[config.mk]
export PLATFORM = sky130hd
export DESIGN_NAME = noc_inj_arbiter_flat
export DESIGN_NICKNAME = d
export VERILOG_FILES = /design/src/rtl/noc_inj_arbiter_if.sv /design/src/rtl/noc_inj_arbiter.sv /design/src/flat_wrapper.sv
export SDC_FILE = /design/constraint.sdc
export NUM_CORES = 1
export LEC_CHECK = 0
export CORE_UTILIZATION = 50
export DETAILED_ROUTE_END_ITERATION = 7
export PLACE_DENSITY = 0.81
export SLEW_MARGIN = 20
export SYNTH_ARGS = -nofsm -noshare
export SYNTH_HDL_FRONTEND = slang
export SYNTH_SLANG_ARGS = --single-unit
[constraint.sdc]
create_clock -name clk_i -period 2.1 [get_ports clk_i]
set_input_delay 0.21 -clock clk_i [delete_from_list [all_inputs] [get_ports clk_i]]
set_output_delay 0.21 -clock clk_i [all_outputs]
set_load 0.03 [all_outputs]
[src/rtl/noc_inj_arbiter_if.sv]
// Bundle of request, router-port and control signals of the NoC injection arbiter.
// master: arbiter view; slave: environment view (requesters + router + control).
interface noc_inj_arbiter_if #(
  parameter int REQ_N       = 4,
  parameter int ROW_N       = 3,
  parameter int COL_M       = 3,
  parameter int PCKT_DATA_W = 8
);
  localparam int COL_ADDR_W = $clog2(COL_M);
  localparam int ROW_ADDR_W = $clog2(ROW_N);
  localparam int PCKT_W     = PCKT_DATA_W + ROW_ADDR_W + COL_ADDR_W;

  logic [REQ_N-1:0]             req_valid_i;
  logic [REQ_N*COL_ADDR_W-1:0]  req_col_i;
  logic [REQ_N*ROW_ADDR_W-1:0]  req_row_i;
  logic [REQ_N*PCKT_DATA_W-1:0] req_data_i;
  logic [REQ_N-1:0]             req_ready_o;
  logic [PCKT_W-1:0]            pckt_o;
  logic                         wren_o;
  logic                         noc_full_i;
  logic                         noc_ovrflw_i;
  logic                         flush_i;
  logic                         flush_done_o;
  logic                         ovrflw_err_o;
  logic                         addr_err_o;

  modport master (
    input  req_valid_i, req_col_i, req_row_i, req_data_i,
    input  noc_full_i, noc_ovrflw_i, flush_i,
    output req_ready_o, pckt_o, wren_o, flush_done_o, ovrflw_err_o, addr_err_o
  );

  modport slave (
    output req_valid_i, req_col_i, req_row_i, req_data_i,
    output noc_full_i, noc_ovrflw_i, flush_i,
    input  req_ready_o, pckt_o, wren_o, flush_done_o, ovrflw_err_o, addr_err_o
  );
endinterface

[src/rtl/noc_inj_arbiter.sv]
// noc_inj_arbiter: shares one router resource port between REQ_N local requesters.
// Each requester owns a one-entry holding register; a round-robin arbiter writes at
// most one packet every two cycles into the router FIFO, honouring its full flag.
// A flush request drains all holding registers and reports completion.
// Optional build macro INJ_FIXED_PRIO_EN: lowest-index valid buffer always wins,
// round-robin pointer held at 0.
module noc_inj_arbiter #(
  parameter int REQ_N       = 4,
  parameter int ROW_N       = 3,
  parameter int COL_M       = 3,
  parameter int PCKT_DATA_W = 8
) (
  input logic               clk_i,
  input logic               rst_ni,
  noc_inj_arbiter_if.master bus
);

  localparam int COL_ADDR_W = $clog2(COL_M);
  localparam int ROW_ADDR_W = $clog2(ROW_N);
  localparam int PCKT_W     = PCKT_DATA_W + ROW_ADDR_W + COL_ADDR_W;
  localparam int IDX_W      = $clog2(REQ_N);
  localparam int unsigned REQ_NU = REQ_N;
  localparam int unsigned COL_MU = COL_M;
  localparam int unsigned ROW_NU = ROW_N;

  typedef enum logic [1:0] {RUN, DRAIN, DONE} state_t;

  state_t state, state_nxt;

  logic [REQ_N-1:0]       buf_v;
  logic [COL_ADDR_W-1:0]  buf_col  [REQ_N];
  logic [ROW_ADDR_W-1:0]  buf_row  [REQ_N];
  logic [PCKT_DATA_W-1:0] buf_data [REQ_N];

  logic [IDX_W-1:0]  ptr, ptr_nxt, win;
  logic              issue;
  logic [REQ_N-1:0]  cap, addr_ok, grant;
  logic [REQ_N-1:0]  ready;
  logic              run_en, flush_done;
  logic              wren;
  logic [PCKT_W-1:0] pckt;
  logic              ovrflw_err, addr_err;

  // State register
  always_ff @(posedge clk_i or negedge rst_ni) begin
    if (!rst_ni) state <= RUN;
    else         state <= state_nxt;
  end

  // Next-state logic: RUN -> DRAIN on flush, DRAIN -> DONE once empty and idle
  always_comb begin
    state_nxt = state;
    unique case (state)
      RUN:     if (bus.flush_i) state_nxt = DRAIN;
      DRAIN:   if (buf_v == '0 && !wren) state_nxt = DONE;
      DONE:    if (!bus.flush_i) state_nxt = RUN;
      default: state_nxt = RUN;
    endcase
  end

  // FSM outputs: captures only in RUN, completion flag in DONE
  always_comb begin
    run_en     = (state == RUN);
    flush_done = (state == DONE);
  end

  // Capture qualification and address range check per requester
  always_comb begin
    ready   = '0;
    cap     = '0;
    addr_ok = '0;
    for (int unsigned i = 0; i < REQ_NU; i++) begin
      ready[i]   = ~buf_v[i] & run_en;
      cap[i]     = bus.req_valid_i[i] & ready[i];
      addr_ok[i] = (32'(bus.req_col_i[i*COL_ADDR_W +: COL_ADDR_W]) < COL_MU) &&
                   (32'(bus.req_row_i[i*ROW_ADDR_W +: ROW_ADDR_W]) < ROW_NU);
    end
  end

  // Winner selection; wren term spaces writes to cover the router full-flag lag
  always_comb begin
    int unsigned idx;
    logic        found;
    idx   = 0;
    found = 1'b0;
    win   = '0;
`ifdef INJ_FIXED_PRIO_EN
    for (int unsigned k = 0; k < REQ_NU; k++) begin
      idx = k;
      if (!found && buf_v[idx]) begin
        win   = IDX_W'(idx);
        found = 1'b1;
      end
    end
`else
    for (int unsigned k = 0; k < REQ_NU; k++) begin
      idx = (32'(ptr) + k) % REQ_NU;
      if (!found && buf_v[idx]) begin
        win   = IDX_W'(idx);
        found = 1'b1;
      end
    end
`endif
    issue = found & ~bus.noc_full_i & ~wren;
    grant = '0;
    if (issue) grant[win] = 1'b1;
  end

  // Pointer update: one past the winner after a grant, otherwise hold
  always_comb begin
    ptr_nxt = ptr;
`ifdef INJ_FIXED_PRIO_EN
    ptr_nxt = '0;
`else
    if (issue) ptr_nxt = (32'(win) == REQ_NU - 1) ? '0 : win + 1'b1;
`endif
  end

  // Datapath: holding registers, packet register, write strobe, sticky errors
  always_ff @(posedge clk_i or negedge rst_ni) begin
    if (!rst_ni) begin
      buf_v      <= '0;
      ptr        <= '0;
      wren       <= 1'b0;
      pckt       <= '0;
      ovrflw_err <= 1'b0;
      addr_err   <= 1'b0;
      for (int unsigned i = 0; i < REQ_NU; i++) begin
        buf_col[i]  <= '0;
        buf_row[i]  <= '0;
        buf_data[i] <= '0;
      end
    end else begin
      wren  <= issue;
      ptr   <= ptr_nxt;
      buf_v <= (buf_v & ~grant) | (cap & addr_ok);
      if (issue) pckt <= {buf_data[win], buf_row[win], buf_col[win]};
      for (int unsigned i = 0; i < REQ_NU; i++) begin
        if (cap[i]) begin
          buf_col[i]  <= bus.req_col_i[i*COL_ADDR_W +: COL_ADDR_W];
          buf_row[i]  <= bus.req_row_i[i*ROW_ADDR_W +: ROW_ADDR_W];
          buf_data[i] <= bus.req_data_i[i*PCKT_DATA_W +: PCKT_DATA_W];
        end
      end
      if (|(cap & ~addr_ok)) addr_err   <= 1'b1;
      if (bus.noc_ovrflw_i)  ovrflw_err <= 1'b1;
    end
  end

  assign bus.req_ready_o  = ready;
  assign bus.pckt_o       = pckt;
  assign bus.wren_o       = wren;
  assign bus.flush_done_o = flush_done;
  assign bus.ovrflw_err_o = ovrflw_err;
  assign bus.addr_err_o   = addr_err;

endmodule

[src/flat_wrapper.sv]
// flat-port wrapper written by rule: the top's interface ports become plain ports
module noc_inj_arbiter_flat 
#(
  parameter int REQ_N       = 4,
  parameter int ROW_N       = 3,
  parameter int COL_M       = 3,
  parameter int PCKT_DATA_W = 8
)
  (clk_i, rst_ni, bus_req_valid_i, bus_req_col_i, bus_req_row_i, bus_req_data_i, bus_noc_full_i, bus_noc_ovrflw_i, bus_flush_i, bus_req_ready_o, bus_pckt_o, bus_wren_o, bus_flush_done_o, bus_ovrflw_err_o, bus_addr_err_o);
  noc_inj_arbiter_if #(.REQ_N(REQ_N), .ROW_N(ROW_N), .COL_M(COL_M), .PCKT_DATA_W(PCKT_DATA_W)) bus_i ();
  input logic clk_i;
  input logic rst_ni;
  input wire logic [$bits(bus_i.req_valid_i)-1:0] bus_req_valid_i;
  input wire logic [$bits(bus_i.req_col_i)-1:0] bus_req_col_i;
  input wire logic [$bits(bus_i.req_row_i)-1:0] bus_req_row_i;
  input wire logic [$bits(bus_i.req_data_i)-1:0] bus_req_data_i;
  input wire logic [$bits(bus_i.noc_full_i)-1:0] bus_noc_full_i;
  input wire logic [$bits(bus_i.noc_ovrflw_i)-1:0] bus_noc_ovrflw_i;
  input wire logic [$bits(bus_i.flush_i)-1:0] bus_flush_i;
  output wire logic [$bits(bus_i.req_ready_o)-1:0] bus_req_ready_o;
  output wire logic [$bits(bus_i.pckt_o)-1:0] bus_pckt_o;
  output wire logic [$bits(bus_i.wren_o)-1:0] bus_wren_o;
  output wire logic [$bits(bus_i.flush_done_o)-1:0] bus_flush_done_o;
  output wire logic [$bits(bus_i.ovrflw_err_o)-1:0] bus_ovrflw_err_o;
  output wire logic [$bits(bus_i.addr_err_o)-1:0] bus_addr_err_o;
  assign bus_i.req_valid_i = bus_req_valid_i;
  assign bus_i.req_col_i = bus_req_col_i;
  assign bus_i.req_row_i = bus_req_row_i;
  assign bus_i.req_data_i = bus_req_data_i;
  assign bus_i.noc_full_i = bus_noc_full_i;
  assign bus_i.noc_ovrflw_i = bus_noc_ovrflw_i;
  assign bus_i.flush_i = bus_flush_i;
  assign bus_req_ready_o = bus_i.req_ready_o;
  assign bus_pckt_o = bus_i.pckt_o;
  assign bus_wren_o = bus_i.wren_o;
  assign bus_flush_done_o = bus_i.flush_done_o;
  assign bus_ovrflw_err_o = bus_i.ovrflw_err_o;
  assign bus_addr_err_o = bus_i.addr_err_o;
  noc_inj_arbiter #(.REQ_N(REQ_N), .ROW_N(ROW_N), .COL_M(COL_M), .PCKT_DATA_W(PCKT_DATA_W)) u_core (.clk_i(clk_i), .rst_ni(rst_ni), .bus(bus_i));
endmodule
Yosys cells after proc, flatten, opt, wreduce, memory -nomap -nowiden
Cells that the tools add are included.
W data, S select, Z words.
Cells by class
  equality and inequality tests: 6
  add/subtract/negate cells: 4
  multiplexer cells: 33
  bitwise logic cells: 23
  reductions and logical operators: 17
  magnitude comparators: 15
Operator list (count)
  $mux W2: 12
  $bmux W8 S2: 1
  $lt A2 B2 Y1 const B: 8
  $mux W8: 2
  $lt A2 B3 Y1 const B: 5
  $and A4 B4 Y4: 3
  $and A1 B1 Y1: 10
  $logic_and A1 B1 Y1: 9
  $mux W1: 9
  $bmux W1 S2: 4
  $bmux W2 S2: 2
  $not A4 Y4: 2
  $not A1 Y1: 6
  $pmux W2 S3: 1
  $add A2 B1 Y2 const B: 2
  $add A2 B2 Y2 const B: 2
  $eq A2 B2 Y1 const B: 2
  $logic_not A1 Y1: 4
  $logic_not A4 Y1: 1
  $mux W4: 1
  $ne A2 B2 Y1 const B: 2
  $or A4 B4 Y4: 1
  $reduce_or A4 Y1: 1
  $ge A3 B3 Y1 const B: 1
  7 further kinds: 7
Storage, ports and cells
  logic and storage cells: 117
  register bits: 71

Depth between registers and ports, before layout
Gate-level depths: netlist of run 1.
  word-level depth: 20
  mapped depth: 8
  gate-level depth less buffers: 6

Worst setup path before layout of run 1
No wires, ideal clock.
  kind: register to register
  from: reg u_core.state[0]
  to: reg u_core.buf_data[24] in the netlist's numbering
  arrival time: 2114 ps
  setup time: 125 ps
  period minus slack after synthesis: 2239 ps
  setup slack: -139 ps
  stages on the path, launching flop included: 8
  buffers on the path: 3
  cells stage by stage: dfrtp_1 -> or2_1 -> buf_2 -> nor2_1 -> and2_1 -> clkbuf_1 -> buf_2 -> mux2_2
Between the ends
  cells in the longest elaborated chain, start to end: 3
RTL lines
  from (decl): line noc_inj_arbiter.sv:28  | state_t state, state_nxt;
  from (signal assigned): line noc_inj_arbiter.sv:47  | else state <= state_nxt;
  $logic_not A2 Y1: line noc_inj_arbiter.sv:63  | run_en = (state == RUN);
  $and A1 B1 Y1: line noc_inj_arbiter.sv:73  | ready[i] = ~buf_v[i] & run_en;
  named net bus_req_ready_o[0]: line flat_wrapper.sv:20  | output wire logic [$bits(bus_i.req_ready_o)-1:0] bus_req_ready_o;
  $and A1 B1 Y1: line noc_inj_arbiter.sv:74  | cap[i] = bus.req_valid_i[i] & ready[i];
  to (signal, indexed assignment): line noc_inj_arbiter.sv:142  | buf_data[i] <= bus.req_data_i[i*PCKT_DATA_W +: PCKT_DATA_W];
  to (decl): line noc_inj_arbiter.sv:33  | logic [PCKT_DATA_W-1:0] buf_data [REQ_N];
The timed path passes the listed nets, and every way through them passes these cells.
A chain may end at the register's enable or synchronous reset.

Worst setup path after layout of run 1
  from: reg u_core.state[0]
  to: reg u_core.buf_data[22] in the netlist's numbering
Between the ends
  cells in the longest elaborated chain, start to end: 3
RTL lines (line)
  $logic_not A2 Y1: noc_inj_arbiter.sv:63
  $and A1 B1 Y1: noc_inj_arbiter.sv:73
  $and A1 B1 Y1: noc_inj_arbiter.sv:74
No other way between the ends.

==> flow_summary.json, run 1 <==
{
  "max_freq_ghz": 0.513,
  "fin_skew_ns": 0.00610,
  "cts_tree": "built",
  "clock_path_buffers": 2,
  "hold_viol_final": 0,
  "critPathSlowestCell": "and2_1",
  "nNetsFinal": 381,
  "grt.met3_usage_pct": 5.49,
  "cts_sinks": 71,
  "htreeDepth": 3,
  "cp_max_fo": 14,
  "path_class": "reg -> reg",
  "syn_nets": 299,
  "crit_family": "simple AND/OR/NAND/NOR gates",
  "placed_cell_area_um2": 4070,
  "die-area_um2": 6830,
  "p_switching_mw": 2.48,
  "syn2layout_area_growth_pct": 32.0,
  "grt_pass1_wl_mm": 10.6,
  "ir_drop_mv": 1.19,
  "first_pass_iters": 4,
  "grt_max_degree": 32,
  "post-dp-hpwl_mm": 4.91,
  "whs_ns": 0.413,
  "clock_power_share_pct": 17.2,
  "ff2ff_setup_slack_ns": 0.15,
  "setup_violations": 0,
  "rows": 29,
  "grt_pass1_vias": 2192,
  "grt.met2_usage_pct": 36.7,
  "drt-total-wl_mm": 6.69,
  "cp_cell_sequence": "or2_1 -> nor2_1 -> and2_1 -> mux2_2",
  "die_w_um": 82.6,
  "reg2reg_depth": 4,
  "leakagePower_nw": 1.82,
  "root_buffer": "clkbuf_8",
  "drv_slew": 0,
  "core-area_um2": 6310,
  "synth-simple-area-share_pct": 6.23,
  "ys_warn_count": 0,
  "postRouteAntennaNets": 0,
  "synth.yosys.seq_area_share_pct": 54.6,
  "avgRoutedWirePerCell_um": 16.6,
  "comb_power_share_pct": 46.3,
  "drive_gt1_share_pct": 24.8,
  "grt.total_usage_pct": 21.9,
  "clk_pin_slew_ns": 0.07,
  "power.internal_mw": 4.30,
  "synth_cells": 241,
  "antenna_found_initial": 0,
  "cp.required_ns": 2.31,
  "syn_area_um2": 3250,
  "ys_seq_elements": 71,
  "viasPerCell": 5.43,
  "synth_top_family_by_area": "multiplexers",
  "die_h_um": 82.6,
  "drv_cap": 0,
  "dp_worst_setup_slack_ns": 0.153,
  "cts_buffers": 9,
  "status": "finished clean",
  "critical_path_arrival_ns": 2.16,
  "cp-startpoint": "u_core.state[0]",
  "worst_slack_ns": 0.150,
  "synth_fa_ha_area_share_pct": 0.385,
  "final_area_um2": 4290,
  "io_pins": 77,
  "top_usage_layer": "met2",
  "antennaDiodeCount": 0,
  "first_iter_violations": 99,
  "worstSkewPairLatency_ns": 0.33,
  "drc_errors": 0,
  "fin_crit_ns": 1.95,
  "seqPwrFrac_pct": 36.5,
  "overflow": 0,
  "initial_core_util_pct": 51.5,
  "p_sw_share_pct": 36.5,
  "synth_cell_types": 43,
  "grt_use_met1_pct": 28.0,
  "tightest_slew_ns": 0.627,
  "post-cts-setup-buffers": 0,
  "hold_class": "in -> async",
  "synthMuxAreaShare_pct": 24.3,
  "synth_compound_area_share_pct": 11.1,
  "gp_congestion": 0.820,
  "vias": 2192,
  "worstReg2RegStart": "u_core.state[0]",
  "synth-xor-area-share_pct": 0,
  "cp_num_buf_inv": 0,
  "grt_setup_unrepaired": "false",
  "crit_path_end_kind": "flip-flop",
  "total_power_mw": 6.78,
  "cp-start-kind": "flip-flop",
  "avgSynthCellArea_um2": 13.5,
  "critPathMaxStageDelay_ns": 0.54,
  "io_buffers": 76,
  "r2r_end": "u_core.buf_data[22]",
  "fin_crit_sh_pct": 92.8,
  "fin_tns_setup_ns": 0,
  "p_per_area_nw_per_um2": 1580,
  "slew_headroom_pct": 58.2
}
## power by group through the flow
stage | sequential (mW) | combinational, mW | clock, mW
floorplan | 2.62 | 2.13 | 0
global placement | 2.47 | 3.10 | 0
detailed placement | 2.49 | 3.17 | 0
CTS | 2.47 | 3.17 | 1.19
global route | 2.54 | 3.39 | 1.27
finish | 2.48 | 3.13 | 1.17
## kinds of logic after synthesis
logic type               Yosys count
AO/OA/AOI/OAI                     43
buffers and inverters             16
flip-flops                        71
AND/OR/NAND/NOR                   37
adder cells (fa/ha/maj)            1
multiplexers                      73
## placed cells by master, fill, tap and decap left out, types with 2 or more instances in the layout
cell type	count
a22o_1	3
inv_1	3
dfrtp_1	71
and2_1	4
clkdlybuf4s50_1	71
buf_4	5
a21oi_1	6
clkinv_2	2
mux2_1	3
nor2_1	7
dlygate4sd2_1	3
nand2_1	10
mux2_2	45
nor2b_1	5
o2bb2ai_1	12
bufinv_16	2
a22oi_1	4
a21oi_2	8
clkbuf_8	10
mux2i_1	25
## synthesized netlist by cell type (all sizes together)
library cell | count | area share, %
dfrtp | 71 | 55
mux2 | 48 | 17
mux2i | 25 | 7.7
a21oi | 14 | 3.1
o2bb2ai | 12 | 3.2
nand2 | 10 | 1.2
buf | 8 | 2.2
nor2 | 7 | 0.81
and2 | 5 | 1.0
nor2b | 5 | 0.96
a22oi | 4 | 0.92
clkbuf | 4 | 0.58
a22o | 3 | 0.81
inv | 3 | 0.35
or2 | 2 | 0.39
a21bo | 1 | 0.31
a221oi | 1 | 0.81
a311oi | 1 | 0.27
a31oi | 1 | 0.19
a32o | 1 | 0.31
and2b | 1 | 0.23
and3 | 1 | 0.35
clkinv | 1 | 0.27
ha | 1 | 0.38
nand2b | 1 | 0.19
nand3 | 1 | 0.15
nor3b | 1 | 0.23
nor4 | 1 | 0.19
o21ai | 1 | 0.15
o21bai | 1 | 0.23
o221ai | 1 | 0.27
o31ai | 1 | 0.23
o32ai | 1 | 0.27
or3 | 1 | 0.35
or4 | 1 | 0.23
## stage by stage
step                      utilization (%)  cells
after global placement               64.5    388
after floorplan                         -    241
final                                68.0    404
after detailed placement             64.5    388
after CTS                            68.0    404
after global routing                 68.0    404
## how the worst max path moves through the flow
stage	depth (start not counted)	slack, ns	endpoint
after global placement	4	0.19	u_core.buf_row[6]
after global routing	4	0.05	u_core.buf_data[17]
after floorplan	7	-0.14	u_core.buf_data[24]
after CTS	3	0.02	bus_req_ready_o[3]
final	4	0.15	u_core.buf_data[22]
after detailed placement	4	0.15	u_core.buf_row[7]
## final cells by class
class                           instances  area [um2]
Clock buffer                           11         141
Inverter                                4        20.0
Timing Repair Buffer                   83         822
Sequential cell                        71        1780
Clock inverter                          4        70.1
Fill cell                             485        2020
Multi-Input combinational cell        154        1370
Tap cell                               77        96.3
## sequential cells by signal, summed over array words and instances (netlist names)
| name | flops |
|---|---|
| u_core.buf_col | 8 |
| u_core.buf_data | 32 |
| u_core.buf_row | 8 |
| u_core.buf_v | 4 |
| u_core.bus.addr_err_o | 1 |
| u_core.bus.ovrflw_err_o | 1 |
| u_core.bus.pckt_o | 12 |
| u_core.bus.wren_o | 1 |
| u_core.ptr | 2 |
| u_core.state | 2 |
## per-layer routing
layer / wire length (um) / up-vias
li1: - / 1046
met1: 2890 / 1074
met2: 3440 / 66
met3: 311 / 6
met4: 53 / 0
met5: 0 / -
## what timing repair did
action / 4_1_cts / 5_1_grt
hold buffers: 1 / 0
setup endpoints to repair: 3 / 1
gates resized for setup: 3 / 1
gates cloned: 0 / 0
endpoints found under the hold margin: 23 / 0
No activity file was read; power rests on OpenSTA's default activity.
==> run 2: changes to the inputs <==
CORE_MARGIN = 2   (was not set)
==> flow_summary.json, run 2 (synthesized netlist as in run 1, its figures left out) <==
{
  "grt_max_degree": 72,
  "overflow": 0,
  "crit_path_end_kind": "flip-flop",
  "ir_drop_mv": 1.38,
  "post-dp-hpwl_mm": 4.90,
  "cts_tree": "built",
  "p_per_area_nw_per_um2": 1530,
  "rows": 29,
  "final_area_um2": 4230,
  "grt.total_usage_pct": 20.5,
  "die_w_um": 84.6,
  "post-cts-setup-buffers": 0,
  "critical_path_arrival_ns": 2.11,
  "tightest_slew_ns": 0.584,
  "root_buffer": "clkbuf_8",
  "antenna_found_initial": 0,
  "drc_errors": 0,
  "cts_sinks": 71,
  "fin_crit_ns": 1.90,
  "htreeDepth": 3,
  "clk_pin_slew_ns": 0.07,
  "dp.cells": 387,
  "drv_slew": 0,
  "comb_power_share_pct": 48.3,
  "hold_viol_final": 0,
  "cts_buffers": 9,
  "die_h_um": 84.6,
  "hold_class": "in -> async",
  "power.internal_mw": 4.02,
  "largest-register": "u_core.buf_data",
  "cp-start-kind": "flip-flop",
  "gp_congestion": 0.782,
  "stdcell_count": 402,
  "postRouteAntennaNets": 0,
  "seqPwrFrac_pct": 38.3,
  "worstSkewPairLatency_ns": 0.33,
  "slew_headroom_pct": 61.1,
  "syn2layout_area_growth_pct": 30.2,
  "clock_path_buffers": 2,
  "antennaDiodeCount": 0,
  "grt_pass1_vias": 2394,
  "p_switching_mw": 2.45,
  "vias": 2230,
  "leakagePower_nw": 1.79,
  "fin_crit_sh_pct": 90.4,
  "grt_setup_unrepaired": "false",
  "placed_cell_area_um2": 4080,
  "avgRoutedWirePerCell_um": 16.8,
  "grt_pass1_wl_mm": 11.5,
  "layout_common_cells": "71 x clkdlybuf4s50_1, 71 x dfrtp_1, 45 x mux2_2, 25 x mux2i_1, 12 x o2bb2ai_1",
  "max_freq_ghz": 0.527,
  "first_pass_iters": 4,
  "io_buffers": 76,
  "path_class": "reg -> reg",
  "drv_cap": 0,
  "fin_skew_ns": 0.00616,
  "viasPerCell": 5.55,
  "die-area_um2": 7160,
  "cp.required_ns": 2.31,
  "clock_power_share_pct": 13.4,
  "largest_register_ffs": 32,
  "p_sw_share_pct": 37.8,
  "drive_gt1_share_pct": 24.3,
  "initial_core_util_pct": 51.5,
  "cp_max_fo": 25,
  "nNetsFinal": 380,
  "drt-total-wl_mm": 6.75,
  "status": "finished clean",
  "core-area_um2": 6310,
  "io_pins": 77,
  "first_iter_violations": 82,
  "setup_violations": 0
}
-- run 2: cell count changes in the layout (fill, tap and decap cells not counted) --
cell / previous run / this run
clkbuf_1: 1 / 3
and2_1: 4 / 2
bufinv_16: 2 / 0
and2_2: 1 / 3
buf_4: 5 / 3
clkbuf_8: 10 / 9
buf_12: 1 / 2
-- run 2: routing by layer --
layer	track usage, %	vias up	share of wire, %
li1	-	1043	-
met5	0	-	0
met4	8.95	0	2.4
met2	32.8	68	50
met3	4.13	15	4.7
met1	27.4	1104	43
-- run 2: what timing repair did --
action / CTS / global route
hold endpoints to repair: 71 / 0
endpoints found under the setup margin: 3 / 14
hold buffers: 1 / 0
resized for setup: 3 / 3
-- run 2: per-stage QoR --
stage               hold slack, ns  utilization [%]  power, mW  TNS (ns)  setup WS, ns
floorplan                  -0.0856                -       4.75     -2.43        -0.139
global placement             0.266             64.6       5.57         0         0.182
detailed placement           0.260             64.6       5.67         0         0.123
CTS                          0.435             67.0       6.53         0       0.00958
global route                 0.458             67.1       6.93         0        0.0489
finish                       0.425             67.1       6.47         0         0.202
-- run 2: final timing paths --
kind / slack, ns / end / cells after the start / from
worst max-delay path: 0.20 / u_core.bus.pckt_o[1] / 6 / u_core.buf_v[1]
worst min-delay path: 0.42 / u_core.buf_v[1] / 3 / rst_ni
worst max register to register: 0.20 / u_core.bus.pckt_o[1] / 6 / u_core.buf_v[1]
worst min register to register: 0.48 / u_core.state[0] / 1 / u_core.state[1]
max in group asynchronous: 1.38 / u_core.buf_data[1] / 3 / rst_ni
min in group clk_i: 0.44 / u_core.bus.ovrflw_err_o / 2 / bus_noc_ovrflw_i
-- run 2: cell type report --
type                    count  area, um2
well taps                  77       96.3
clock inverters             2       10.0
flip-flops and latches     71       1780
fillers                   496       2080
clock buffers              12        135
repair buffers             82        827
multi-input cells         154       1370
inverters                   4       20.0
-- run 2: power groups by stage --
stage / combinational (mW) / sequential (mW) / clock, mW
floorplan: 2.13 / 2.62 / 0
global placement: 3.10 / 2.46 / 0
detailed placement: 3.18 / 2.50 / 0
CTS: 3.17 / 2.48 / 0.881
global route: 3.41 / 2.57 / 0.942
finish: 3.13 / 2.48 / 0.865
-- run 2: critical path, stage by stage, from the launching register on --
cell,delay (ns)
dfrtp_1,0.48
a21bo_2,0.28
a221oi_4,0.27
buf_12,0.25
mux2i_1,0.28
o2bb2ai_1,0.16
a21oi_2,0.04
==> run 3: changes to the inputs <==
CAP_MARGIN = 20   (was not set)
CORE_UTILIZATION = 30   (was 50)
PLACE_DENSITY = 0.54   (was 0.81)
==> flow_summary.json, run 3 (synthesized netlist as in run 1, its figures left out) <==
{
  "status": "finished clean",
  "io_buffers": 76,
  "leakagePower_nw": 1.82,
  "overflow": 0,
  "grt_max_degree": 35,
  "first_iter_violations": 71,
  "power.internal_mw": 4.16,
  "fin_crit_ns": 1.93,
  "io_pins": 77,
  "grt_pass1_wl_mm": 12.8,
  "fin_crit_sh_pct": 91.8,
  "viasPerCell": 4.74,
  "largest-register": "u_core.buf_data",
  "first_pass_iters": 4,
  "cts_buffers": 9,
  "postRouteAntennaNets": 0,
  "initial_core_util_pct": 30.4,
  "hold_class": "in -> async",
  "drv_cap": 0,
  "r2r_end": "u_core.buf_data[24]",
  "crit_family": "simple AND/OR/NAND/NOR gates",
  "grt.total_usage_pct": 14.5,
  "die-area_um2": 11700,
  "crit_path_end_kind": "flip-flop",
  "nNetsFinal": 385,
  "die_w_um": 108,
  "core-area_um2": 10700,
  "cp.required_ns": 2.33,
  "hold_viol_final": 0,
  "drc_errors": 0,
  "ir_drop_mv": 0.581,
  "post-dp-hpwl_mm": 5.75,
  "final_area_um2": 4390,
  "max_freq_ghz": 0.519,
  "clk_pin_slew_ns": 0.08,
  "antenna_found_initial": 0,
  "tightest_slew_ns": 0.624,
  "slew_headroom_pct": 58.4,
  "rows": 38,
  "drive_gt1_share_pct": 26.5,
  "cp_num_buf_inv": 0,
  "root_buffer": "clkbuf_8",
  "total_power_mw": 6.74,
  "drt-total-wl_mm": 7.75,
  "critPathMaxStageDelay_ns": 0.54,
  "grt_setup_unrepaired": "false",
  "clock_path_buffers": 2,
  "antennaDiodeCount": 0,
  "critPathSlowestCell": "and2_1",
  "path_class": "reg -> reg",
  "die_h_um": 108,
  "setup_violations": 0,
  "avgRoutedWirePerCell_um": 16.4,
  "p_switching_mw": 2.58,
  "cts_tree": "built",
  "layout_common_cells": "71 x clkdlybuf4s50_1, 71 x dfrtp_1, 45 x mux2_2, 25 x mux2i_1, 12 x o2bb2ai_1",
  "comb_power_share_pct": 47.7,
  "reg2reg_depth": 4,
  "seqPwrFrac_pct": 36.7,
  "placed_cell_area_um2": 4190,
  "largest_register_ffs": 32,
  "ff2ff_setup_slack_ns": 0.17,
  "worstSkewPairLatency_ns": 0.34,
  "cp-start-kind": "flip-flop",
  "p_per_area_nw_per_um2": 1540,
  "critical_path_arrival_ns": 2.16,
  "p_sw_share_pct": 38.3,
  "grt_pass1_vias": 2482,
  "gp_congestion": 0.742,
  "cts_sinks": 71,
  "drv_slew": 0,
  "vias": 2236,
  "clock_power_share_pct": 15.6,
  "fin_tns_setup_ns": 0,
  "worstReg2RegStart": "u_core.state[0]",
  "cp_cell_sequence": "or2_1 -> nor2_1 -> and2_1 -> mux2_2",
  "htreeDepth": 3,
  "syn2layout_area_growth_pct": 35.1,
  "cp_max_fo": 14,
  "fin_skew_ns": 0.00493
}
-- run 3: layout make-up --
type                    count  area, um2
fillers                  1050       6310
flip-flops and latches     71       1780
multi-input cells         154       1370
repair buffers             87        861
well taps                 140        175
clock buffers              11        151
clock inverters             5       40.0
inverters                   4       20.0
-- run 3: worst max-delay path by stage --
stage | cells past startpoint | slack [ns] | startpoint | end
6_report | 4 | 0.17 | u_core.state[0] | u_core.buf_data[24]
5_1_grt | 4 | 0.01 | u_core.state[0] | u_core.buf_row[7]
4_1_cts | 4 | 0.10 | u_core.state[0] | u_core.buf_data[21]
3_5_place_dp | 4 | 0.10 | u_core.state[0] | u_core.buf_data[17]
3_3_place_gp | 4 | 0.16 | u_core.state[0] | u_core.buf_data[17]
2_1_floorplan | 7 | -0.14 | u_core.state[0] | u_core.buf_data[24]
-- run 3: stage by stage --
step / instances / utilization, % / setup WS (ns) / hold WS (ns)
after CTS: 472 / 41.0 / 0.101 / 0.354
after detailed placement: 455 / 39.2 / 0.104 / 0.199
after global placement: 455 / 39.2 / 0.161 / 0.189
after global routing: 472 / 41.1 / 0.0136 / 0.382
final: 472 / 41.1 / 0.172 / 0.362
after floorplan: 241 / - / -0.139 / -0.0856
-- run 3: power by group through the flow --
stage          Clock (mW)  Combinational (mW)  Sequential [mW]
2_1_floorplan           0                2.13             2.62
3_3_place_gp            0                3.25             2.49
3_5_place_dp            0                3.31             2.50
4_1_cts              1.09                3.29             2.48
5_1_grt              1.14                3.52             2.58
6_report             1.05                3.22             2.47
-- run 3: repair_timing --
action	4_1_cts	5_1_grt
setup endpoints to repair	4	8
setup buffers	0	0
hold buffers	1	0
resized for setup	4	1
endpoints found under the hold margin	17	0
-- run 3: worst register-to-register path: stages, from the launching register on --
cell and delay, ns:
dfrtp_1 0.41, or2_1 0.33, nor2_1 0.13, and2_1 0.54, mux2_2 0.41
-- run 3: routing by layer --
layer,up-vias,part of all wire (%),track usage [%]
li1,1057,-,-
met1,1117,46,19.0
met2,53,48,23.5
met3,9,5.1,3.56
met4,0,1.4,5.22
met5,-,0,0
